$ cat config.mk
export PLATFORM = sky130hd
export DESIGN_NAME = program_loader
export DESIGN_NICKNAME = d
export VERILOG_FILES = /design/src/rtl/four_bit_pkg.sv /design/src/rtl/prog_chksum.sv /design/src/rtl/program_loader.sv
export SDC_FILE = /design/constraint.sdc
export NUM_CORES = 1
export LEC_CHECK = 0
export CORE_AREA = 4 4 54 56
export CTS_CLUSTER_DIAMETER = 80
export DETAILED_ROUTE_END_ITERATION = 7
export DIE_AREA = 0 0 58 60
export DONT_BUFFER_PORTS = 1
export PLACE_DENSITY = 0.62
export SLEW_MARGIN = 20
export SYNTH_ARGS = -nofsm -noshare
export SYNTH_HDL_FRONTEND = slang
export SYNTH_SLANG_ARGS = --single-unit
$ cat constraint.sdc
create_clock -name clock -period 4.58 [get_ports clock]
set_input_delay 0.687 -clock clock [delete_from_list [all_inputs] [get_ports clock]]
set_output_delay 0.687 -clock clock [all_outputs]
set_load 0.01 [all_outputs]
$ cat src/rtl/four_bit_pkg.sv
// Shared definitions for the 4-bit computer and its program loader: opcodes,
// the loader state set and the layout of a 12-bit program word.
package four_bit_pkg;

  localparam int WORD_W   = 12;
  localparam int FIELD_W  = 4;
  localparam int SLOT_W   = 4;
  localparam int INST_LSB = 8;
  localparam int DATA_LSB = 4;
  localparam int MEM_LSB  = 0;

  localparam logic [SLOT_W-1:0] LAST_SLOT = 4'hF;

  localparam logic [FIELD_W-1:0] NOP = 4'h0;
  localparam logic [FIELD_W-1:0] LDA = 4'h1;
  localparam logic [FIELD_W-1:0] ADD = 4'h2;
  localparam logic [FIELD_W-1:0] SUB = 4'h3;
  localparam logic [FIELD_W-1:0] STA = 4'h4;
  localparam logic [FIELD_W-1:0] LDI = 4'h5;
  localparam logic [FIELD_W-1:0] JMP = 4'h6;
  localparam logic [FIELD_W-1:0] OUT = 4'hE;
  localparam logic [FIELD_W-1:0] HLT = 4'hF;

  // CHK and ERR only exist when the checksum option is built in.
  typedef enum logic [2:0] {
    ST_IDLE  = 3'd0,
    ST_LOAD  = 3'd1,
    ST_PAD   = 3'd2,
    ST_FLUSH = 3'd3,
    ST_RUN   = 3'd4
`ifdef LOADER_CHKSUM_EN
    , ST_CHK = 3'd5,
    ST_ERR   = 3'd6
`endif
  } loader_state_e;

  typedef struct packed {
    logic [FIELD_W-1:0] inst;
    logic [FIELD_W-1:0] data;
    logic [FIELD_W-1:0] mem;
  } slot_t;

  function automatic slot_t split_word(input logic [WORD_W-1:0] word);
    slot_t s;
    s.inst = word[INST_LSB +: FIELD_W];
    s.data = word[DATA_LSB +: FIELD_W];
    s.mem  = word[MEM_LSB  +: FIELD_W];
    return s;
  endfunction

endpackage

$ cat src/rtl/prog_chksum.sv
// 12-bit XOR accumulator over transferred program words; only built when
// LOADER_CHKSUM_EN is defined.
`ifdef LOADER_CHKSUM_EN
module prog_chksum
  import four_bit_pkg::*;
(
  input  logic              clock,
  input  logic              reset,
  input  logic              clear,
  input  logic              enable,
  input  logic [WORD_W-1:0] word,
  output logic [WORD_W-1:0] sum
);

  always_ff @(posedge clock) begin
    if (reset || clear) begin
      sum <= '0;
    end else if (enable) begin
      sum <= sum ^ word;
    end
  end

endmodule
`endif

$ cat src/rtl/program_loader.sv
// Streams up to 16 program words into the 4-bit computer's load port, pads the
// rest with HLT, then releases the computer. LOADER_CHKSUM_EN adds a trailing
// XOR checksum word that must match before the computer is released.
module program_loader
  import four_bit_pkg::*;
#(
  parameter logic [FIELD_W-1:0] PAD_INST = HLT,
  parameter logic [FIELD_W-1:0] PAD_DATA = 4'h0
) (
  input  logic               clock,
  input  logic               reset,
  input  logic               load_start,
  input  logic               in_valid,
  output logic               in_ready,
  input  logic [WORD_W-1:0]  in_word,
  input  logic               in_last,
  output logic [SLOT_W-1:0]  prog_count,
  output logic [FIELD_W-1:0] prog_inst,
  output logic [FIELD_W-1:0] prog_data,
  output logic [FIELD_W-1:0] mem_data,
  output logic               cpu_reset,
  output logic               busy,
  output logic               done,
  output logic               error
);

  loader_state_e     state, state_next;
  logic [SLOT_W-1:0] counter;
  slot_t             slot;
  logic              xfer;
  logic              restart;
  logic              at_last;

`ifdef LOADER_CHKSUM_EN
  localparam loader_state_e FILLED = ST_CHK;
  logic [WORD_W-1:0] chksum;

  prog_chksum u_chksum (
    .clock  (clock),
    .reset  (reset),
    .clear  (restart),
    .enable (xfer && state == ST_LOAD),
    .word   (in_word),
    .sum    (chksum)
  );

  assign restart = load_start &&
                   (state == ST_IDLE || state == ST_RUN || state == ST_ERR);
`else
  localparam loader_state_e FILLED = ST_FLUSH;
  assign restart = load_start && (state == ST_IDLE || state == ST_RUN);
`endif

  assign xfer      = in_valid && in_ready;
  assign at_last   = (counter == LAST_SLOT);
  assign prog_inst = slot.inst;
  assign prog_data = slot.data;
  assign mem_data  = slot.mem;

  // NOTE: sequential state uses non-blocking assignments so every register
  // samples pre-edge values regardless of process ordering.
  always_ff @(posedge clock) begin
    if (reset) begin
      state <= ST_IDLE;
    end else begin
      state <= state_next;
    end
  end

  always_comb begin
    state_next = state;
    unique case (state)
      ST_IDLE:  if (load_start) state_next = ST_LOAD;
      ST_LOAD: begin
        if (xfer) begin
          if (at_last)      state_next = FILLED;
          else if (in_last) state_next = ST_PAD;
        end
      end
      ST_PAD:   if (at_last) state_next = FILLED;
      ST_FLUSH: state_next = ST_RUN;
      ST_RUN:   if (load_start) state_next = ST_LOAD;
`ifdef LOADER_CHKSUM_EN
      ST_CHK:   if (xfer) state_next = (in_word == chksum) ? ST_FLUSH : ST_ERR;
      ST_ERR:   if (load_start) state_next = ST_LOAD;
`endif
      default:  state_next = ST_IDLE;
    endcase
  end

  // The slot registers stop moving once slot 15 is written, so FLUSH and RUN
  // keep re-presenting slot 15 and the computer's rewrites are harmless.
  always_ff @(posedge clock) begin
    if (reset) begin
      counter    <= '0;
      prog_count <= '0;
      slot       <= '0;
    end else if (restart) begin
      counter <= '0;
    end else if ((state == ST_LOAD && xfer) || state == ST_PAD) begin
      prog_count <= counter;
      slot       <= (state == ST_LOAD) ? split_word(in_word)
                                       : slot_t'{inst: PAD_INST, data: PAD_DATA, mem: PAD_DATA};
      if (!at_last) counter <= counter + 1'b1;
    end
  end

  always_comb begin
    in_ready  = 1'b0;
    busy      = 1'b0;
    done      = 1'b0;
    error     = 1'b0;
    cpu_reset = 1'b1;
    unique case (state)
      ST_LOAD:  begin in_ready = 1'b1; busy = 1'b1; end
      ST_PAD:   busy = 1'b1;
      ST_FLUSH: busy = 1'b1;
      ST_RUN:   begin done = 1'b1; cpu_reset = 1'b0; end
`ifdef LOADER_CHKSUM_EN
      ST_CHK:   begin in_ready = 1'b1; busy = 1'b1; end
      ST_ERR:   error = 1'b1;
`endif
      default:  ;
    endcase
  end

endmodule
### After elaboration in Yosys (flattened, before gate mapping)

Cells that the tools add are included.

* bits in registers: 23
* output and inout bits: 21
* bits of input ports: 17
* logic and storage cells: 41

* bitwise logic cells: 2
* add/sub/neg operators: 1
* multiplexer cells: 11
* eq/ne operators: 9
* reductions and logical operators: 12

Operator list (count)
* $mux 3: 5
* $mux 12: 1
* $pmux 3 s4: 1
* $eq 3x2->1 const B: 2
* $add 4x1->4 const B: 1
* $eq 4x4->1 const B: 1
* $mux 1: 4
* $ne 2x2->1 const B: 2
* $reduce_and 2->1: 2
* $reduce_and 4->1: 1
* $reduce_or 2->1: 2
* $eq 3x1->1 const B: 1
* $eq 3x3->1 const B: 1
* $logic_and 1x1->1: 3
* $logic_not 3->1: 1
* $ne 3x3->1 const B: 1
* $reduce_or 3->1: 1
* $logic_or 1x1->1: 2
* $ne 2x1->1 const B: 1
* $not 1->1: 2

### Logic depth before layout (Yosys ltp)

Gate-level depths: netlist of the first run.

* depth in word-level cells: 6
* depth in mapped cells: 6

### Worst setup path before layout of the first run

No wires, ideal clock.

* path kind: reg-to-output
* start: reg state[0]
* end: out in_ready
* cell stages (with the launch flop): 4
* buffers on the path: 1
* path slack: 2781 ps
* arrival time: 1112 ps
* path through: dfxtp_1 -> buf_4 -> or3b_2 -> inv_1

* cells in the longest elaborated chain, start to end: 2

Ends and longest elaborated chain
* start: declaration: RTL line program_loader.sv:27 `loader_state_e state, state_next;`
* start signal: assignment: RTL line program_loader.sv:66 `state <= state_next;`
* $eq 3x1->1: RTL line program_loader.sv:114 `unique case (state)`
* $mux 1: RTL line program_loader.sv:114
* end: declaration: RTL line program_loader.sv:14 `output logic in_ready,`

Every way passes these cells.

### Worst setup path in the final report of the first run

Same ends and word-level chain as after synthesis.

==> impl_results.md, run 1 <==
* Run status: complete, no violations
* Yosys top cell area share at between 40% and 50%
* Clk sinks at 23
* CP Max Fanout at 11
* Worst path required time at between 3 and 4 ns
* Sequential fraction of design power at 46.0%
* Min-Delay Path Depth at 1
* Via density at about 5.3
* Largest net degree at the start of global routing at 21
* Final setup vio count at 0
* Final Slew Violations at 0
* FF-to-FF path depth at 5
* Final core occ at 45.5%
* TritonCTS clock tree: done
* Final Wtd Congestion at 0.833
* Most used flip-flop cell after synthesis: dfxtp_1
* Die Wd at 58 µm
* Most frequent cell after synthesis: nor2_1
* Fmax at about 430 MHz
* Num CTS Buffers at 3
* Die area at between 3000 and 4000 µm²
* Vias post-DR at ~770
* Cts-stage hold buffer count at 0
* VDD IR max at about 0.00028 V
* Sequential element share of the synthesized area at 42.7%
* 1st-iter DRT viols at 11
* GRT Util Overall at about an eighth
* Fin crit share at between 50% and 60%
* Post-CTS setup buffer count at 0
* # nets final at 134
* Worst-Margin Slew at roughly 0.52 ns
* Comb pwr share at between 40% and 50%
* Pleak at approximately 0.45 nW
* Chip height at 60 µm
* Port Buffers at 0
* Grt ovf at 0
* Post-synth cell types at 31
* Inst Count DP at roughly 140
* Async S/R FF share, synth at 0%
* Synthesized netlist cell count at approximately 120
* CP Launch Type: flop
* FP Rows at 18
* Wire length on met2 at a little under 1000 µm
* Number of gates resized after CTS at 0
* Clock Latency Late Sink at 0.30 ns
* H-tree Lvls at 1
* Post-synth EDFFs at 0
* Synth area leaders: dfxtp_1, mux2i_1, nor2_1
* Top-Level Pins at 38
* DRT Wirelength at 1960 µm
* Synth-to-layout area growth at 2.55%
* Vias in the first global route at roughly 710
* Max cap viols at 0
* Net switching power at roughly 250 µW
* Reg clk slew, reported paths at about 0.12 ns
* HPWL Detailed at between 1000 and 1500 µm
* Clk buf depth at 2
* CP endpoint kind: output pin
* Fin Setup TNS at 0 ns
* Initial antenna violation count at 0
* Cell Area, Synth at 1080 µm²
* Drt first pass iters at 6
* Synth cell count leaders: nor2_1, dfxtp_1, mux2i_1
* Routed length per placed instance at about 14 µm
* Layout cells sized above 1 at under 10%
* Routed Antenna Nets at 0
* Critical path class: flop to output pin
* PwrDens at between 500 and 600 nW/µm²
* Core ar. at approximately 2400 µm²
* Hold slack at 0.434 ns
* Finished Layout Cells at about 150
* First-pass GRT wire length at about 3300 µm
* Root Driver: clkbuf_4
* Final min period at between 2 and 2.5 ns
* Detail Route met3 WL at between 150 and 200 µm
* N_diodes at 0
* Switching power share of the total at just under 40%
* Yosys warning count at 0
* M1 WL at 833 µm
* Fin. Hold Viols at 0
* Initial core utilization at between 40% and 50%
* Clk_skew at between 0.006 and 0.007 ns
* Synthesized flop and latch total at 23
* Internal power at slightly below 400 µW
* Top cell type by total area after synthesis: dfxtp_1
* Clk pwr share at between 10% and 20%
* HP Class: input port to flop
* Max layer used: met4
* Post-Syn Nets at 136
* Slew headroom at about two thirds
* # DRC at 0
* RSZ-0062 raised after global routing: false
* Mean area per synthesized cell at ~9 µm²
* CP arrival at about 1.6 ns
==> power by group through the flow <==
stage / combinational (mW) / clock [mW] / sequential (mW)
final: 0.256 / 0.0892 / 0.295
after global routing: 0.292 / 0.102 / 0.301
after CTS: 0.261 / 0.0954 / 0.296
after detailed placement: 0.261 / 0 / 0.301
after global placement: 0.256 / 0 / 0.297
after floorplan: 0.252 / 0 / 0.278
==> cell usage in the layout (no fill, tap or decap) <==
cell,count
mux2i_1,13
or4b_1,1
a21oi_1,3
o21ai_0,2
dfxtp_1,23
conb_1,1
ha_1,1
a211oi_1,7
nand2b_1,1
a21o_1,1
a211o_2,1
nor2_1,25
or3_1,3
xnor2_1,1
or3b_1,2
clkbuf_4,3
nand3_1,3
a21oi_4,1
clkinv_2,1
nand2b_4,1
and3_1,1
nand2_1,3
inv_1,2
a31oi_1,1
or2_2,2
and2_1,8
o31ai_1,1
o22a_1,1
nand3b_4,1
or3b_2,1
==> critical path, stage by stage (launching register included) <==
cell,delay (ns)
dfxtp_1,0.53
or3b_2,0.55
inv_1,0.23
==> stage by stage <==
stage                     power [mW]  setup WS [ns]  instance area (µm²)
after floorplan                0.530           2.78                 1080
after global placement         0.553           2.65                 1080
after detailed placement       0.562           2.60                 1080
after CTS                      0.653           2.24                 1110
after global routing           0.696           2.15                 1110
final                          0.640           2.27                 1110
==> layer usage <==
layer / global-route usage, % / up-vias
li1: - / 401
met1: 15.5 / 347
met2: 20.0 / 24
met3: 2.81 / 2
met4: 4.97 / 0
met5: 0 / -
==> area by class of cell <==
type                       instances  area [µm²]
fill                             251        1330
multi-input combinational         86         573
inverter                           2        7.51
sequential                        23         460
clock inverter                     1        5.00
tap                               30        37.5
clock buffer                       3        22.5
==> sequential cells by signal, summed over array words and instances, names as in the netlist <==
| signal | cells |
|---|---|
| counter | 4 |
| mem_data | 4 |
| prog_count | 4 |
| prog_data | 4 |
| prog_inst | 4 |
| state | 3 |
==> final timing paths <==
| check | start | to | slack (ns) |
|---|---|---|---|
| max | state[0] | in_ready | 2.27 |
| max reg2reg | state[0] | mem_data[0] | 2.88 |
| min reg2reg | counter[3] | counter[3] | 0.52 |
| min | reset | mem_data[2] | 0.43 |
==> logic make-up (layout without fill, tap and decap cells) <==
kind of cell    count (synthesis)  after routing  share of synthesized area [%]
simple gates                   52             52                           26.3
flops                          23             23                           42.7
compound gates                 18             18                           12.4
mux                            13             13                           12.1
buf+inv                         9              6                           4.18
fa+ha+maj                       1              1                           1.16
other cells                     1              1                          0.348
xor+xnor                        1              1                          0.812
(Power assumes the default switching activity.)
==> run 2, diff against run 1 <==
--- a/config.mk
+++ b/config.mk
@@ -10,7 +10,7 @@
 export DETAILED_ROUTE_END_ITERATION = 7
 export DIE_AREA = 0 0 58 60
 export DONT_BUFFER_PORTS = 1
-export PLACE_DENSITY = 0.62
+export PLACE_DENSITY = 0.64
 export SLEW_MARGIN = 20
 export SYNTH_ARGS = -nofsm -noshare
 export SYNTH_HDL_FRONTEND = slang
==> constraint.sdc (replaced) <==
create_clock -name clock -period 1.95 [get_ports clock]
set_input_delay 0.2925 -clock clock [delete_from_list [all_inputs] [get_ports clock]]
set_output_delay 0.2925 -clock clock [all_outputs]
set_load 0.01 [all_outputs]
==> impl_results.md, run 2 (synthesized netlist as in run 1, its figures left out) <==
* Post-placement cell area at between 1000 and 1500 µm²
* Port Buffers at 0
* Clk buf depth at 2
* 1st-iter DRT viols at 22
* Grt ovf at 0
* Post-CTS setup buffer count at 0
* HPWL Detailed at ~1500 µm
* Worst setup path start: state[0]
* CP delay by family, top: simple AND/OR/NAND/NOR gates
* Initial core utilization at around 44%
* WHS Endpoint: state[0]
* Fin crit share at 92.7%
* FP Rows at 18
* GRT Util Overall at between 10% and 20%
* Critical path buffer and inverter count at 1
* Run status: complete, no violations
* Vias post-DR at 773
* Internal power at just over 900 µW
* Clock Latency Late Sink at around 0.3 ns
* R2R setup slack at roughly 0.28 ns
* Worst r2r src: counter[0]
* PwrDens at roughly 1400 nW/µm²
* Number of gates resized after CTS at 0
* Vias in the first global route at between 700 and 800
* Fmax at roughly 550 MHz
* FF-to-FF path depth at 5
* Initial antenna violation count at 0
* Reg clk slew, reported paths at approximately 0.11 ns
* Top-Level Pins at 38
* Final setup vio count at 0
* Clk pwr share at between 10% and 20%
* # DRC at 0
* HP Class: input port to flop
* DRT Wirelength at around 2000 µm
* Worst-Margin Slew at roughly 0.51 ns
* Layout cells sized above 1 at 10.3%
* # nets final at about 140
* Design area at approximately 1100 µm²
* Commonest non-fill, non-tap cells in the layout: nor2_1, dfxtp_1, mux2i_1, and2_1, a211oi_1
* Num CTS Buffers at 3
* Worst path required time at approximately 1.7 ns
* Die Wd at between 50 and 60 µm
* Largest net degree at the start of global routing at 21
* Core ar. at around 2400 µm²
* Root Driver: clkbuf_4
* Via density at around 5.3
* Commonest non-fill, non-tap cell in the layout: nor2_1
* Critical path class: flop to output pin
* CP arrival at ~1.5 ns
* CP max stage cell: or3b_2
* CP Launch Type: flop
* Switching power share of the total at around two fifths
* Routed length per placed instance at between 10 and 15 µm
* Routed Antenna Nets at 0
* Chip height at 60 µm
* Clk_skew at ~0.0057 ns
* First-pass GRT wire length at between 3000 and 4000 µm
* N_diodes at 0
* Reg2reg end: state[1]
* Hold path start: reset
* CP endpoint kind: output pin
* Sequential fraction of design power at between 40% and 50%
* Comb pwr share at roughly two fifths
* Die area at 3480 µm²
* Synth-to-layout area growth at 3.25%
* Final Wtd Congestion at roughly 0.7
* Net switching power at between 500 and 600 µW
* Slowest stage delay, CP at 0.53 ns
* TritonCTS clock tree: done
* RSZ-0062 raised after global routing: false
* Fin Setup TNS at 0 ns
* CP Max Fanout at 11
* Min-Delay Path Depth at 1
* Final min period at between 1.5 and 2 ns
* Fin. Hold Viols at 0
* Drt first pass iters at 4
* Pleak at approximately 0.45 nW
* Slew headroom at between 60% and 70%
* Max cap viols at 0
* Final Slew Violations at 0
* Cts-stage hold buffer count at 0
* VDD IR max at roughly 0.0006 V
* Clk sinks at 23
* CP Cell Sequence: or3b_2 > inv_1
* H-tree Lvls at 1
## run 2: changes by cell type in the layout (fill, tap and decap cells not counted)
cell      delta
buf_4        +1
clkbuf_1     +1
clkinv_2     -1
dfxtp_1      -1
dfxtp_2      +1
## run 2: worst max-delay path by stage
stage / to / cells after the start / slack (ns)
floorplan: state[1] / 5 / 0.40
finish: in_ready / 2 / 0.14
global placement: prog_data[0] / 5 / 0.29
detailed placement: prog_data[3] / 5 / 0.25
global route: in_ready / 2 / 0.005
CTS: in_ready / 2 / 0.009
## run 2: stage by stage
step | worst slack [ns] | hold slack [ns] | total power [mW] | instances | utilization, %
2_1_floorplan | 0.403 | 0.473 | 1.25 | 118 | -
3_3_place_gp | 0.292 | 0.369 | 1.30 | 142 | 44.7
3_5_place_dp | 0.253 | 0.370 | 1.32 | 142 | 44.7
4_1_cts | 0.00891 | 0.0218 | 1.54 | 146 | 45.7
5_1_grt | 0.00501 | 0.00390 | 1.64 | 146 | 45.8
6_report | 0.143 | 0.0412 | 1.51 | 146 | 45.8
## run 2: layer usage
| metal | track usage [%] | part of all wire (%) |
|---|---|---|
| met1 | 14.8 | 43 |
| met2 | 18.9 | 46 |
| met3 | 4.32 | 9.9 |
| met4 | 5.96 | 0.66 |
| met5 | 0 | 0 |
## run 2: area by class of cell
| class | count | area [µm²] |
|---|---|---|
| sequential | 23 | 462 |
| tap | 30 | 37.5 |
| inverter | 2 | 7.51 |
| timing repair buffer | 1 | 7.51 |
| clock buffer | 4 | 26.3 |
| multi-input combinational | 86 | 573 |
| fill | 235 | 1320 |
## run 2: worst reg2reg max path, cell delays in order, from the launching register on
cell	delay (ns)
dfxtp_1	0.41
ha_1	0.20
and3_1	0.21
a211oi_1	0.08
or4b_1	0.47
a211oi_1	0.22
## run 2: power groups by stage
stage	Clock (mW)	Combinational (mW)	Sequential, mW
2_1_floorplan	0	0.593	0.653
3_3_place_gp	0	0.605	0.695
3_5_place_dp	0	0.615	0.701
4_1_cts	0.234	0.617	0.690
5_1_grt	0.249	0.687	0.708
6_report	0.212	0.610	0.690
==> run 3, diff against run 2 <==
--- a/config.mk
+++ b/config.mk
@@ -10,8 +10,9 @@
 export DETAILED_ROUTE_END_ITERATION = 7
 export DIE_AREA = 0 0 58 60
 export DONT_BUFFER_PORTS = 1
-export PLACE_DENSITY = 0.64
+export PLACE_DENSITY = 0.62
 export SLEW_MARGIN = 20
 export SYNTH_ARGS = -nofsm -noshare
 export SYNTH_HDL_FRONTEND = slang
 export SYNTH_SLANG_ARGS = --single-unit
+export TNS_END_PERCENT = 5
==> constraint.sdc (replaced) <==
create_clock -name clock -period 1.7 [get_ports clock]
set_input_delay 0.255 -clock clock [delete_from_list [all_inputs] [get_ports clock]]
set_output_delay 0.255 -clock clock [all_outputs]
set_load 0.01 [all_outputs]
==> impl_results.md, run 3 (synthesized netlist as in run 1, its figures left out) <==
* Run status: complete, no violations
* Die Wd at between 50 and 60 µm
* Post-placement cell area at 1120 µm²
* Worst-Margin Slew at between 0.6 and 0.7 ns
* Max cap viols at 0
* Grt ovf at 0
* Largest net degree at the start of global routing at 19
* VDD IR max at approximately 0.00073 V
* Fin crit share at a little over nine tenths
* Vias post-DR at 820
* Crit-path most repeated cell: a211oi_2
* Final Wtd Congestion at between 0.7 and 0.8
* H-tree Lvls at 1
* N_diodes at 0
* Fmax at slightly above 600 MHz
* Routed length per placed instance at between 10 and 15 µm
* Switching power share of the total at 37.9%
* Initial antenna violation count at 0
* Die area at about 3500 µm²
* Clk pwr share at roughly 13%
* CP endpoint kind: flop
* Design area at 1200 µm²
* Routed Antenna Nets at 0
* # nets final at 141
* TritonCTS clock tree: done
* Comb pwr share at between 40% and 50%
* Chip height at 60 µm
* Slew headroom at a little over half
* CP arrival at between 1.5 and 2 ns
* Layout cells sized above 1 at a little under a fifth
* Top-Level Pins at 38
* Worst path required time at 1.93 ns
* Fin Setup TNS at 0 ns
* CP Launch Type: flop
* Clock Latency Late Sink at around 0.30 ns
* CP max stage cell: or4b_1
* First-pass GRT wire length at 3570 µm
* Clk_skew at 0.00520 ns
* PwrDens at ~1600 nW/µm²
* DRT Wirelength at around 2100 µm
* Final min period at roughly 1.6 ns
* Critical path class: flop to flop
* Clk buf depth at 2
* Commonest non-fill, non-tap cell in the layout: nor2_1
* FP Rows at 18
* Finished Layout Cells at between 150 and 200
* Num CTS Buffers at 3
* CP Max Fanout at 4
* # DRC at 0
* Core ar. at around 2400 µm²
* Critical path buffer and inverter count at 0
* HPWL Detailed at 1540 µm
* Final Slew Violations at 0
* Clk sinks at 23
* Reg clk slew, reported paths at ~0.13 ns
* Port Buffers at 0
* CP delay by family, top: simple AND/OR/NAND/NOR gates
* Commonest non-fill, non-tap cells in the layout: nor2_1, dfxtp_1, mux2i_1, and2_1, a211oi_1
* Slowest stage delay, CP at 0.49 ns
* Via density at ~5.4
* 1st-iter DRT viols at 8
* RSZ-0062 raised after global routing: true
* Net switching power at roughly 730 µW
* Root Driver: clkbuf_4
* HP Class: input port to flop
* Sequential fraction of design power at about two fifths
* GRT Util Overall at a little over an eighth
* Synth-to-layout area growth at 11.4%
* Vias in the first global route at just under 800
* Drt first pass iters at 4
* Hold slack at between 0.1 and 0.15 ns
* Fin. Hold Viols at 0
* Pleak at approximately 0.49 nW
* Initial core utilization at roughly 44%
* CP Cell Sequence: ha_1 > and3_1 > a211oi_2 > or4b_1 > a211oi_2
* Internal power at 1.20 mW
* Inst Count DP at 145
* Final setup vio count at 0
==> run 3: worst register-to-register path, delay by kind of cell, from the launching register on <==
kind | cells | cell delay [ns]
AND/OR/NAND/NOR | 2 | 0.71
flip-flops | 1 | 0.38
AO/OA/AOI/OAI | 2 | 0.30
adder cells (fa/ha/maj) | 1 | 0.19
==> run 3: power groups by stage <==
stage	Sequential [mW]	Clock (mW)	Combinational [mW]
after floorplan	0.749	0	0.680
after global placement	0.797	0	0.791
after detailed placement	0.806	0	0.808
after CTS	0.780	0.260	0.882
after global routing	0.797	0.283	1.01
final	0.779	0.248	0.900
==> run 3: final cells by class <==
cell class,instances,area [µm²]
fillers,235,1230
multi-input cells,86,586
flip-flops and latches,23,470
repair buffers,7,70.1
well taps,30,37.5
clock buffers,3,22.5
inverters,2,10.0
clock inverters,1,5.00
==> run 3: per-layer routing <==
layer / share of wire (%) / vias to the layer above / global-route usage (%)
li1: - / 416 / -
met1: 44 / 383 / 15.9
met2: 50 / 19 / 22.4
met3: 5.7 / 2 / 4.54
met4: 0.70 / 0 / 4.30
met5: 0 / - / 0
==> run 3: repair_timing <==
action                     4_1_cts  5_1_grt
setup buffers                    1        0
hold buffers                     2        0
hold endpoints to repair        18        0
resized for setup                6        5
setup endpoints to repair        1        4
cloned                           0        0
==> run 3: per-stage QoR <==
stage | setup WS [ns] | total power, mW | utilization (%)
floorplan | 0.153 | 1.43 | -
global placement | 0.103 | 1.59 | 46.1
detailed placement | 0.0583 | 1.61 | 46.1
CTS | 0.0000107 | 1.92 | 48.8
global route | -0.0481 | 2.09 | 49.4
finish | 0.0539 | 1.93 | 49.4
==> run 3: final timing paths <==
kind         startpoint           end  slack [ns]  cells after the start
max reg2reg  counter[0]      state[1]        0.05                      5
min reg2reg  counter[3]    counter[3]        0.53                      2
min          in_word[9]  prog_inst[1]        0.13                      2
max          counter[0]      state[1]        0.05                      5
